**src/rtl/execute_mul_pkg.sv**
```systemverilog
// Shared widths, encodings and payload type for the mul issue path.
package execute_mul_pkg;

    localparam int unsigned DATA_W    = 32;
    localparam int unsigned ROB_W     = 4;
    localparam int unsigned FID_W     = 8;
    localparam int unsigned MUL_CMD_W = 1;

    // Mul command: which half of the 64-bit product the op wants.
    typedef enum logic [MUL_CMD_W-1:0] {
        MUL_CMD_LOW  = 1'b0,
        MUL_CMD_HIGH = 1'b1
    } mul_cmd_e;

    // Round-robin priority pointer: requester that wins a tie.
    typedef enum logic {
        PRIO_REQ0 = 1'b0,
        PRIO_REQ1 = 1'b1
    } rr_prio_e;

    // One issued mul op as seen by the mul input stage.
    typedef struct packed {
        logic [DATA_W-1:0]    src0;
        logic [DATA_W-1:0]    src1;
        logic [ROB_W-1:0]     dst_rob;
        logic [FID_W-1:0]     fid;
        logic [MUL_CMD_W-1:0] mul_cmd;
    } mul_op_t;

endpackage

```
**src/rtl/execute_mul_sched_if.sv**
```systemverilog
// Bus bundle of the mul scheduler: two requesters, flush, credit return,
// issued op and credit status.
//   master : requester/downstream side (drives i_*, observes o_*)
//   slave  : scheduler side (observes i_*, drives o_*)
interface execute_mul_sched_if #(
    parameter int unsigned CREDITS = 4
);
    import execute_mul_pkg::*;

    localparam int unsigned CRED_W = $clog2(CREDITS + 1);

    logic                 i_req0_valid;
    logic [DATA_W-1:0]    i_req0_src0_value;
    logic [DATA_W-1:0]    i_req0_src1_value;
    logic [ROB_W-1:0]     i_req0_dst_rob;
    logic [FID_W-1:0]     i_req0_fid;
    logic [MUL_CMD_W-1:0] i_req0_mul_cmd;
    logic                 o_req0_ready;

    logic                 i_req1_valid;
    logic [DATA_W-1:0]    i_req1_src0_value;
    logic [DATA_W-1:0]    i_req1_src1_value;
    logic [ROB_W-1:0]     i_req1_dst_rob;
    logic [FID_W-1:0]     i_req1_fid;
    logic [MUL_CMD_W-1:0] i_req1_mul_cmd;
    logic                 o_req1_ready;

    logic                 i_flush;
    logic                 i_result_pop;

    logic                 o_valid;
    logic [DATA_W-1:0]    o_src0_value;
    logic [DATA_W-1:0]    o_src1_value;
    logic [ROB_W-1:0]     o_dst_rob;
    logic [FID_W-1:0]     o_fid;
    logic [MUL_CMD_W-1:0] o_mul_cmd;
    logic [CRED_W-1:0]    o_credits;
    logic                 o_credit_err;

    modport master (
        output i_req0_valid, i_req0_src0_value, i_req0_src1_value,
               i_req0_dst_rob, i_req0_fid, i_req0_mul_cmd,
        output i_req1_valid, i_req1_src0_value, i_req1_src1_value,
               i_req1_dst_rob, i_req1_fid, i_req1_mul_cmd,
        output i_flush, i_result_pop,
        input  o_req0_ready, o_req1_ready,
        input  o_valid, o_src0_value, o_src1_value, o_dst_rob, o_fid,
               o_mul_cmd, o_credits, o_credit_err
    );

    modport slave (
        input  i_req0_valid, i_req0_src0_value, i_req0_src1_value,
               i_req0_dst_rob, i_req0_fid, i_req0_mul_cmd,
        input  i_req1_valid, i_req1_src0_value, i_req1_src1_value,
               i_req1_dst_rob, i_req1_fid, i_req1_mul_cmd,
        input  i_flush, i_result_pop,
        output o_req0_ready, o_req1_ready,
        output o_valid, o_src0_value, o_src1_value, o_dst_rob, o_fid,
               o_mul_cmd, o_credits, o_credit_err
    );

endinterface

```
**src/rtl/execute_mul_rr_arb.sv**
```systemverilog
// Two-way round-robin arbiter with enable.
//   clk, resetn : clock, async active-low reset
//   i_en        : grants allowed this cycle
//   i_valid     : per-requester request
//   o_grant_c   : one-hot grant (combinational); pointer flips to the loser
module execute_mul_rr_arb
    import execute_mul_pkg::*;
(
    input  logic       clk,
    input  logic       resetn,
    input  logic       i_en,
    input  logic [1:0] i_valid,
    output logic [1:0] o_grant_c
);

    rr_prio_e   r_prio;
    rr_prio_e   w_prio_nxt;
    logic [1:0] w_grant;

    // Priority pointer register.
    always_ff @(posedge clk or negedge resetn) begin
        if (!resetn) begin
            r_prio <= PRIO_REQ0;
        end else begin
            r_prio <= w_prio_nxt;
        end
    end

    // Grant select and pointer update; no grant leaves the pointer alone.
    always_comb begin
        w_grant    = 2'b00;
        w_prio_nxt = r_prio;
        if (i_en) begin
            if (i_valid == 2'b11) begin
                w_grant = (r_prio == PRIO_REQ0) ? 2'b01 : 2'b10;
            end else begin
                w_grant = i_valid;
            end
        end
        if (w_grant[0]) begin
            w_prio_nxt = PRIO_REQ1;
        end else if (w_grant[1]) begin
            w_prio_nxt = PRIO_REQ0;
        end
    end

    assign o_grant_c = w_grant;

endmodule

```
**src/rtl/execute_mul_sched.sv**
```systemverilog
// Mul issue scheduler: picks one of two requesters per cycle, gated by
// downstream result-buffer credits and flush, and registers the issued op.
//   clk, resetn : clock, async active-low reset
//   bus         : requester inputs/readies, flush, credit pop, issued op,
//                 free-credit count and sticky credit-overflow flag
module execute_mul_sched
    import execute_mul_pkg::*;
#(
    parameter int unsigned CREDITS = 4
) (
    input  logic                clk,
    input  logic                resetn,
    execute_mul_sched_if.slave  bus
);

    localparam int unsigned CRED_W = $clog2(CREDITS + 1);

    logic [CRED_W-1:0] r_credits;
    logic [CRED_W-1:0] w_credits_nxt;
    logic              r_credit_err;
    logic              w_credit_err_nxt;
    logic              r_valid;
    mul_op_t           r_op;

    logic [1:0]        w_grant;
    logic              w_en;
    logic              w_issue;
    mul_op_t           w_req0_op;
    mul_op_t           w_req1_op;
    mul_op_t           w_sel_op;

    assign w_req0_op = '{src0:    bus.i_req0_src0_value,
                         src1:    bus.i_req0_src1_value,
                         dst_rob: bus.i_req0_dst_rob,
                         fid:     bus.i_req0_fid,
                         mul_cmd: bus.i_req0_mul_cmd};
    assign w_req1_op = '{src0:    bus.i_req1_src0_value,
                         src1:    bus.i_req1_src1_value,
                         dst_rob: bus.i_req1_dst_rob,
                         fid:     bus.i_req1_fid,
                         mul_cmd: bus.i_req1_mul_cmd};

    // A pop in the same cycle never unlocks issue at zero credits.
    assign w_en = (r_credits != '0) && !bus.i_flush;

    execute_mul_rr_arb u_arb (
        .clk       (clk),
        .resetn    (resetn),
        .i_en      (w_en),
        .i_valid   ({bus.i_req1_valid, bus.i_req0_valid}),
        .o_grant_c (w_grant)
    );

    assign w_issue  = |w_grant;
    assign w_sel_op = w_grant[1] ? w_req1_op : w_req0_op;

    // Credit bookkeeping; a pop with every credit already home is an overflow.
    always_comb begin
        w_credits_nxt    = r_credits;
        w_credit_err_nxt = r_credit_err;
        case ({w_issue, bus.i_result_pop})
            2'b10: w_credits_nxt = r_credits - CRED_W'(1);
            2'b01: begin
                if (r_credits == CRED_W'(CREDITS)) begin
                    w_credit_err_nxt = 1'b1;
                end else begin
                    w_credits_nxt = r_credits + CRED_W'(1);
                end
            end
            default: ;
        endcase
    end

    always_ff @(posedge clk or negedge resetn) begin
        if (!resetn) begin
            r_credits    <= CRED_W'(CREDITS);
            r_credit_err <= 1'b0;
        end else begin
            r_credits    <= w_credits_nxt;
            r_credit_err <= w_credit_err_nxt;
        end
    end

    // Issue register: payload holds its last value when nothing is accepted.
    always_ff @(posedge clk or negedge resetn) begin
        if (!resetn) begin
            r_valid <= 1'b0;
            r_op    <= '0;
        end else begin
            r_valid <= w_issue;
            if (w_issue) begin
                r_op <= w_sel_op;
            end
        end
    end

    assign bus.o_req0_ready = w_grant[0];
    assign bus.o_req1_ready = w_grant[1];
    assign bus.o_valid      = r_valid;
    assign bus.o_src0_value = r_op.src0;
    assign bus.o_src1_value = r_op.src1;
    assign bus.o_dst_rob    = r_op.dst_rob;
    assign bus.o_fid        = r_op.fid;
    assign bus.o_mul_cmd    = r_op.mul_cmd;
    assign bus.o_credits    = r_credits;
    assign bus.o_credit_err = r_credit_err;

endmodule

```
**src/flat_wrapper.sv**
```systemverilog
// flat-port wrapper written by rule: the top's interface ports become plain ports
module execute_mul_sched_flat import execute_mul_pkg::*;
#(
    parameter int unsigned CREDITS = 4
)
  (clk, resetn, bus_i_req0_valid, bus_i_req0_src0_value, bus_i_req0_src1_value, bus_i_req0_dst_rob, bus_i_req0_fid, bus_i_req0_mul_cmd, bus_i_req1_valid, bus_i_req1_src0_value, bus_i_req1_src1_value, bus_i_req1_dst_rob, bus_i_req1_fid, bus_i_req1_mul_cmd, bus_i_flush, bus_i_result_pop, bus_o_req0_ready, bus_o_req1_ready, bus_o_valid, bus_o_src0_value, bus_o_src1_value, bus_o_dst_rob, bus_o_fid, bus_o_mul_cmd, bus_o_credits, bus_o_credit_err);
  execute_mul_sched_if #(.CREDITS(CREDITS)) bus_i ();
  input  logic clk;
  input  logic resetn;
  input wire logic [$bits(bus_i.i_req0_valid)-1:0] bus_i_req0_valid;
  input wire logic [$bits(bus_i.i_req0_src0_value)-1:0] bus_i_req0_src0_value;
  input wire logic [$bits(bus_i.i_req0_src1_value)-1:0] bus_i_req0_src1_value;
  input wire logic [$bits(bus_i.i_req0_dst_rob)-1:0] bus_i_req0_dst_rob;
  input wire logic [$bits(bus_i.i_req0_fid)-1:0] bus_i_req0_fid;
  input wire logic [$bits(bus_i.i_req0_mul_cmd)-1:0] bus_i_req0_mul_cmd;
  input wire logic [$bits(bus_i.i_req1_valid)-1:0] bus_i_req1_valid;
  input wire logic [$bits(bus_i.i_req1_src0_value)-1:0] bus_i_req1_src0_value;
  input wire logic [$bits(bus_i.i_req1_src1_value)-1:0] bus_i_req1_src1_value;
  input wire logic [$bits(bus_i.i_req1_dst_rob)-1:0] bus_i_req1_dst_rob;
  input wire logic [$bits(bus_i.i_req1_fid)-1:0] bus_i_req1_fid;
  input wire logic [$bits(bus_i.i_req1_mul_cmd)-1:0] bus_i_req1_mul_cmd;
  input wire logic [$bits(bus_i.i_flush)-1:0] bus_i_flush;
  input wire logic [$bits(bus_i.i_result_pop)-1:0] bus_i_result_pop;
  output wire logic [$bits(bus_i.o_req0_ready)-1:0] bus_o_req0_ready;
  output wire logic [$bits(bus_i.o_req1_ready)-1:0] bus_o_req1_ready;
  output wire logic [$bits(bus_i.o_valid)-1:0] bus_o_valid;
  output wire logic [$bits(bus_i.o_src0_value)-1:0] bus_o_src0_value;
  output wire logic [$bits(bus_i.o_src1_value)-1:0] bus_o_src1_value;
  output wire logic [$bits(bus_i.o_dst_rob)-1:0] bus_o_dst_rob;
  output wire logic [$bits(bus_i.o_fid)-1:0] bus_o_fid;
  output wire logic [$bits(bus_i.o_mul_cmd)-1:0] bus_o_mul_cmd;
  output wire logic [$bits(bus_i.o_credits)-1:0] bus_o_credits;
  output wire logic [$bits(bus_i.o_credit_err)-1:0] bus_o_credit_err;
  assign bus_i.i_req0_valid = bus_i_req0_valid;
  assign bus_i.i_req0_src0_value = bus_i_req0_src0_value;
  assign bus_i.i_req0_src1_value = bus_i_req0_src1_value;
  assign bus_i.i_req0_dst_rob = bus_i_req0_dst_rob;
  assign bus_i.i_req0_fid = bus_i_req0_fid;
  assign bus_i.i_req0_mul_cmd = bus_i_req0_mul_cmd;
  assign bus_i.i_req1_valid = bus_i_req1_valid;
  assign bus_i.i_req1_src0_value = bus_i_req1_src0_value;
  assign bus_i.i_req1_src1_value = bus_i_req1_src1_value;
  assign bus_i.i_req1_dst_rob = bus_i_req1_dst_rob;
  assign bus_i.i_req1_fid = bus_i_req1_fid;
  assign bus_i.i_req1_mul_cmd = bus_i_req1_mul_cmd;
  assign bus_i.i_flush = bus_i_flush;
  assign bus_i.i_result_pop = bus_i_result_pop;
  assign bus_o_req0_ready = bus_i.o_req0_ready;
  assign bus_o_req1_ready = bus_i.o_req1_ready;
  assign bus_o_valid = bus_i.o_valid;
  assign bus_o_src0_value = bus_i.o_src0_value;
  assign bus_o_src1_value = bus_i.o_src1_value;
  assign bus_o_dst_rob = bus_i.o_dst_rob;
  assign bus_o_fid = bus_i.o_fid;
  assign bus_o_mul_cmd = bus_i.o_mul_cmd;
  assign bus_o_credits = bus_i.o_credits;
  assign bus_o_credit_err = bus_i.o_credit_err;
  execute_mul_sched #(.CREDITS(CREDITS)) u_core (.clk(clk), .resetn(resetn), .bus(bus_i));
endmodule
```
**config.mk**
```make
export PLATFORM = sky130hd
export DESIGN_NAME = execute_mul_sched_flat
export DESIGN_NICKNAME = d
export VERILOG_FILES = /design/src/rtl/execute_mul_pkg.sv /design/src/rtl/execute_mul_sched_if.sv /design/src/rtl/execute_mul_rr_arb.sv /design/src/rtl/execute_mul_sched.sv /design/src/flat_wrapper.sv
export SDC_FILE = /design/constraint.sdc
export NUM_CORES = 1
export LEC_CHECK = 0
export BUFFER_PORTS_ARGS = -buffer_cell sky130_fd_sc_hd__buf_4
export CORE_MARGIN = 4
export CORE_UTILIZATION = 40
export DETAILED_ROUTE_END_ITERATION = 8
export PLACE_DENSITY_LB_ADDON = 0.15
export SLEW_MARGIN = 20
export SYNTH_ARGS = -nofsm -noshare
export SYNTH_HDL_FRONTEND = slang
export SYNTH_SLANG_ARGS = --single-unit
```
**constraint.sdc**
```tcl
create_clock -name clk -period 2.7 [get_ports clk]
set_clock_uncertainty 0.1 [all_clocks]
set_input_delay 0.405 -clock clk [delete_from_list [all_inputs] [get_ports clk]]
set_output_delay 0.405 -clock clk [all_outputs]
set_load 0.005 [all_outputs]
```
==> results_dict.tcl, run 1 <==
set metrics [dict create \
    fmax_ghz 0.3938 \
    path_clk_slew_ps 80 \
    tightest_slew_ps 738.3 \
    avgRoutedWirePerCell_um 15.07 \
    layout_common_cells "buf_4, dfrtp_1, nand2_1, o21ai_1, mux2i_1" \
    die_w_um 107.2 \
    cts_tree "built" \
    viasPerCell 4.806 \
    endpoint_kind "primary output" \
    synth_edf_count 0 \
    syn_inst 376 \
    layout-drive-gt1-share_pct 43.61 \
    async_reset_ff_share_pct 100.0 \
    core_area_mm2 0.009415 \
    num-fill-cells 805 \
    cp_max_fo 37 \
    dieArea_mm2 0.01150 \
    ys.flop_type "dfrtp_1" \
    post_cts_buffers 0 \
    min_period_over_period_pct 94.06 \
    cts_buffers 9 \
    hold_viol_final 10 \
    ant_nets 0 \
    rsz0062_at_grt "false" \
    grt-ovfl-total 0 \
    yosysUniqueCellTypes 32 \
    drv_cap 0 \
    violations "negative hold slack" \
    setup_viol_count_final 0 \
    nets 767 \
    irDropWorstVdd_mv 0.3637 \
    initial_core_util_pct 41.85 \
    drc 0 \
    crit_arrival_ps 2030 \
    gp_routability_congestion 0.8202 \
    grt_usage_pct 18.88 \
    cts_resized 0 \
    power_leakage_nw 2.936 \
    wl_um 11140 \
    synth_area_mm2 0.003940 \
    holdBufCountCts 0 \
    vias 3552 \
    yosys_register_bits 83 \
    whs_ps -22.89 \
    status "finished, violations left" \
    ys_warn_count 0 \
    rrSetupSlack_ps 300 \
    cts-htree-levels 3 \
    drtIter0Drc 102 \
    path_class "reg -> out" \
    die_h_um 107.2 \
    syn-num-nets 537 \
    port_buffers 243 \
    pwr_density_cell_mw_per_mm2 809.4 \
    cts_root_buffer "clkbuf_8" \
    grt_pass1_wl_um 17190 \
    final_core_util_pct 63.77 \
    hp-class "in -> async" \
    max_slew_margin_pct 50.78 \
    grt_max_degree 84 \
    fin_area_mm2 0.006005 \
    avgSynthCellArea_um2 10.48 \
    grt_pass1_vias 3559 \
    layout_commonest_cell "buf_4" \
    critPathLaunchType "flop" \
    num_rows 35 \
    maxSlewViolCount 0 \
    io_pins 244 \
    area_growth_pct 52.40 \
    num_antenna_cells 0 \
    cts_sinks 83 \
    place_area_mm2 0.005807 \
    critPathRequiredTime_ps 2190 \
    clockBufferDepth 2 \
    clock_latency_ps 340 \
    firstDrtPassIters 4 \
    antenna_found_initial 0 \
    tns_ps 0 \
    yosysSeqAreaShare_pct 52.75 \
    fin_crit_ps 2540 \
    hpwlAfterDp_um 8762 \
]
Yosys cell counts, types with 2 or more instances:
cell type,number,area (µm²)
a21oi_1,3,15.01
buf_2,7,35.03
buf_4,10,75.07
buf_6,2,22.52
buf_8,2,30.03
clkbuf_1,8,30.03
dfrtp_1,82,2052
mux2i_1,78,780.8
nand2_1,80,300.3
nand2b_1,2,12.51
nor2_1,3,11.26
o21ai_1,79,395.4
worst paths after layout:
check | to | start | depth (start not counted)
setup / recovery | bus_o_req1_ready | u_core.bus.o_credits[2] | 4
hold / removal | u_core.bus.o_src1_value[4] | resetn | 1
setup reg to reg | u_core.bus.o_credits[2] | u_core.bus.o_credits[1] | 7
hold reg to reg | u_core.bus.o_credit_err | u_core.bus.o_credit_err | 1
max in group asynchronous | u_core.bus.o_valid | resetn | 1
min in group clk | u_core.u_arb.r_prio | bus_i_req1_valid | 2
cell families (layout without fill, tap and decap cells):
kind of cell,after synthesis,count (layout),synth area share (%)
AND/OR/NAND/NOR,92,92,9.654
XOR/XNOR,1,1,0.2223
flip-flops,83,83,52.75
multiplexers,78,78,19.82
AO/OA/AOI/OAI,90,90,11.97
buffers and inverters,31,265,5.081
adder cells (fa/ha/maj),1,1,0.5081
sequential cells by signal, indices dropped and copies added (netlist names):
register                 cells
u_core.bus.o_credits         3
u_core.bus.o_src1_value     32
u_core.bus.o_credit_err      1
u_core.bus.o_fid             8
u_core.bus.o_dst_rob         4
u_core.bus.o_valid           1
u_core.bus.o_src0_value     32
u_core.bus.o_mul_cmd         1
u_core.u_arb.r_prio          1
report_power, final:
group | total, W | internal, W | switching, W
combinational | 0.00197 | 0.00110 | 0.000875
clock | 0.000888 | 0.000473 | 0.000415
sequential | 0.00200 | 0.00171 | 0.000288
worst max-delay path, cell delays in order, from the launching register on:
cell and delay (ps):
dfstp_2 630, nor3_2 100, nor4b_4 460, buf_12 310
buf_4 160
routing by layer:
layer | wire, µm | global-route usage (%) | part of all wire [%]
met4 | 232 | 7.945 | 2.1
met3 | 1122 | 5.539 | 10
met1 | 3969 | 21.10 | 36
met2 | 5811 | 33.33 | 52
met5 | 0 | 0 | 0
stage by stage:
stage	std cells	worst slack (ps)	total power, W	hold WS (ps)
after detailed placement	724	306.5	0.004040	371.6
after floorplan	376	185.6	0.002897	9.409
after global routing	739	35.75	0.005208	53.33
after global placement	724	344.8	0.003960	365.1
final	739	160.4	0.004860	-22.89
after CTS	739	104.4	0.004941	143.8
area by class of cell:
class	instances	area, µm²	share of cell area [%]
clock buffer	13	158.9	2.646
clock inverter	2	35.03	0.5835
inverter	2	7.507	0.1250
multi-input combinational	262	1673	27.86
sequential	83	2078	34.61
tap	129	161.4	2.688
timing repair buffer	248	1891	31.49
Power figures use the tool's default switching activity.
==> run 2: changes to the inputs <==
--- a/config.mk
+++ b/config.mk
@@ -5,11 +5,12 @@
 export SDC_FILE = /design/constraint.sdc
 export NUM_CORES = 1
 export LEC_CHECK = 0
+export ABC_AREA = 0
 export BUFFER_PORTS_ARGS = -buffer_cell sky130_fd_sc_hd__buf_4
 export CORE_MARGIN = 4
 export CORE_UTILIZATION = 40
 export DETAILED_ROUTE_END_ITERATION = 8
-export PLACE_DENSITY_LB_ADDON = 0.15
+export PLACE_DENSITY = 0.79
 export SLEW_MARGIN = 20
 export SYNTH_ARGS = -nofsm -noshare
 export SYNTH_HDL_FRONTEND = slang
==> run 2 against run 1 <==
- the run now ends clean
- sequential share of layout area down 0.28 points
- total power up 1.3%
- first-iteration DRC count up 37%
- non-clock buffer count unchanged
- critical path depth unchanged
- via count down 2.8%
- global-route usage down 0.75 points
- cell area up 0.81%
- sequential cell count unchanged
- combinational power about the same
- worst hold slack better by 220 ps
- die area unchanged
- critical endpoint unchanged
==> results_dict.tcl, run 2 (same netlist as run 1, synthesis figures left out) <==
set metrics [dict create \
    fin_crit_ps 2473 \
    cts_sinks 83 \
    switchingPower_w 0.001563 \
    post_cts_buffers 0 \
    firstDrtPassIters 4 \
    critPathRequiredTime_ps 2190 \
    dieArea_mm2 0.01150 \
    avgRoutedWirePerCell_um 14.60 \
    clock_latency_ps 330 \
    viasPerCell 4.665 \
    cts_resized 0 \
    nets 767 \
    cts_tree "built" \
    layout_common_cells "buf_4, dfrtp_1, nand2_1, o21ai_1, mux2i_1" \
    wl_um 10810 \
    multi_input_area_mm2 0.001673 \
    path_clk_slew_ps 80 \
    crit_arrival_ps 1970 \
    endpoint_kind "primary output" \
    ant_nets 0 \
    grt_pass1_vias 3434 \
    seqPwrFrac_pct 40.6 \
    core_area_mm2 0.009415 \
    dr.max_layer_used "met4" \
    layout-drive-gt1-share_pct 43.54 \
    antenna_found_initial 0 \
    initial_core_util_pct 41.85 \
    tns_ps 0 \
    die_h_um 107.2 \
    setup_viol_count_final 0 \
    irDropWorstVdd_mv 0.3799 \
    num_antenna_cells 0 \
    gp_routability_congestion 0.7030 \
    drv_cap 0 \
    io_pins 244 \
    clockBufferDepth 2 \
    seqCellArea_mm2 0.002078 \
    grt_max_degree 159 \
    layout_commonest_cell "buf_4" \
    internal_power_w 0.003361 \
    hold_viol_final 0 \
    fmax_ghz 0.4044 \
    path_class "reg -> out" \
    num-fill-cells 794 \
    port_buffers 243 \
    met1Wirelength_um 4035 \
    holdBufCountCts 0 \
    place_area_mm2 0.005824 \
    clock_power_share_pct 19.4 \
    vias 3452 \
    comb_power_share_pct 40.0 \
    grt_pass1_wl_um 16620 \
    max_slew_margin_pct 58.56 \
    swShare_pct 31.74 \
    rsz0062_at_grt "false" \
    maxSlewViolCount 0 \
    pwr_density_cell_mw_per_mm2 813.6 \
    wl_met2_um 5723 \
    hpwlAfterDp_um 8483 \
    drtIter0Drc 140 \
    hp-class "in -> reg" \
    wl_met3_um 995 \
    cts_buffers 9 \
    tightest_slew_ps 621.7 \
    grt-ovfl-total 0 \
    status "complete, no violations" \
    min_period_over_period_pct 91.58 \
    cts-htree-levels 3 \
    cp_max_fo 40 \
    drc 0 \
    num_rows 35 \
    cts_root_buffer "clkbuf_8" \
    die_w_um 107.2 \
    area_growth_pct 53.64 \
    grt_usage_pct 18.12 \
    critPathLaunchType "flop" \
    power_leakage_nw 2.955 \
    fin_area_mm2 0.006053 \
]
[run 2: critical path, cell delays in order, from the launching register on]
cell	delay, ps
dfstp_2	630
nor3_2	100
nor4b_4	410
buf_12	310
buf_4	170
[run 2: power groups by stage]
stage | Combinational, W | Sequential [W] | Clock [W]
floorplan | 0.000871 | 0.00203 | 0
global placement | 0.00195 | 0.00200 | 0
detailed placement | 0.00201 | 0.00203 | 0
CTS | 0.00201 | 0.00201 | 0.000992
global route | 0.00217 | 0.00207 | 0.00106
finish | 0.00197 | 0.00200 | 0.000956
[run 2: routing by layer]
layer | up-vias | track usage, %
li1 | 1757 | -
met1 | 1543 | 20.73
met2 | 147 | 32.98
met3 | 5 | 5.238
met4 | 0 | 4.658
met5 | - | 0
[run 2: area by class of cell]
type                    count  share of cell area (%)
multi-input cells         262                   27.64
flip-flops and latches     83                   34.33
well taps                 129                   2.666
clock inverters             4                   1.220
repair buffers            248                   31.62
clock buffers              12                   2.398
inverters                   2                  0.1240
[run 2: final timing paths]
check                                                    to  depth (start not counted)                    start  slack (ps)
worst max-delay path                       bus_o_req1_ready                          4  u_core.bus.o_credits[2]         230
worst min-delay path                    u_core.u_arb.r_prio                          2         bus_i_req1_valid         190
worst max register to register      u_core.bus.o_credits[2]                          7  u_core.bus.o_credits[1]         410
worst min register to register      u_core.bus.o_credit_err                          1  u_core.bus.o_credit_err         380
max in group asynchronous           u_core.bus.o_credits[2]                          3                   resetn        1550
min in group asynchronous       u_core.bus.o_src1_value[21]                          3                   resetn         530
[run 2: through the flow]
step	setup slack [ps]	power (W)	hold slack, ps	utilization, %	instances
finish	227.5	0.004925	194.8	64.29	740
global route	81.89	0.005295	176.3	64.29	740
CTS	177.6	0.005007	2.932	64.19	739
detailed placement	417.5	0.004037	373.2	61.86	723
global placement	514.0	0.003952	368.1	61.86	723
floorplan	185.6	0.002897	9.409	-	376
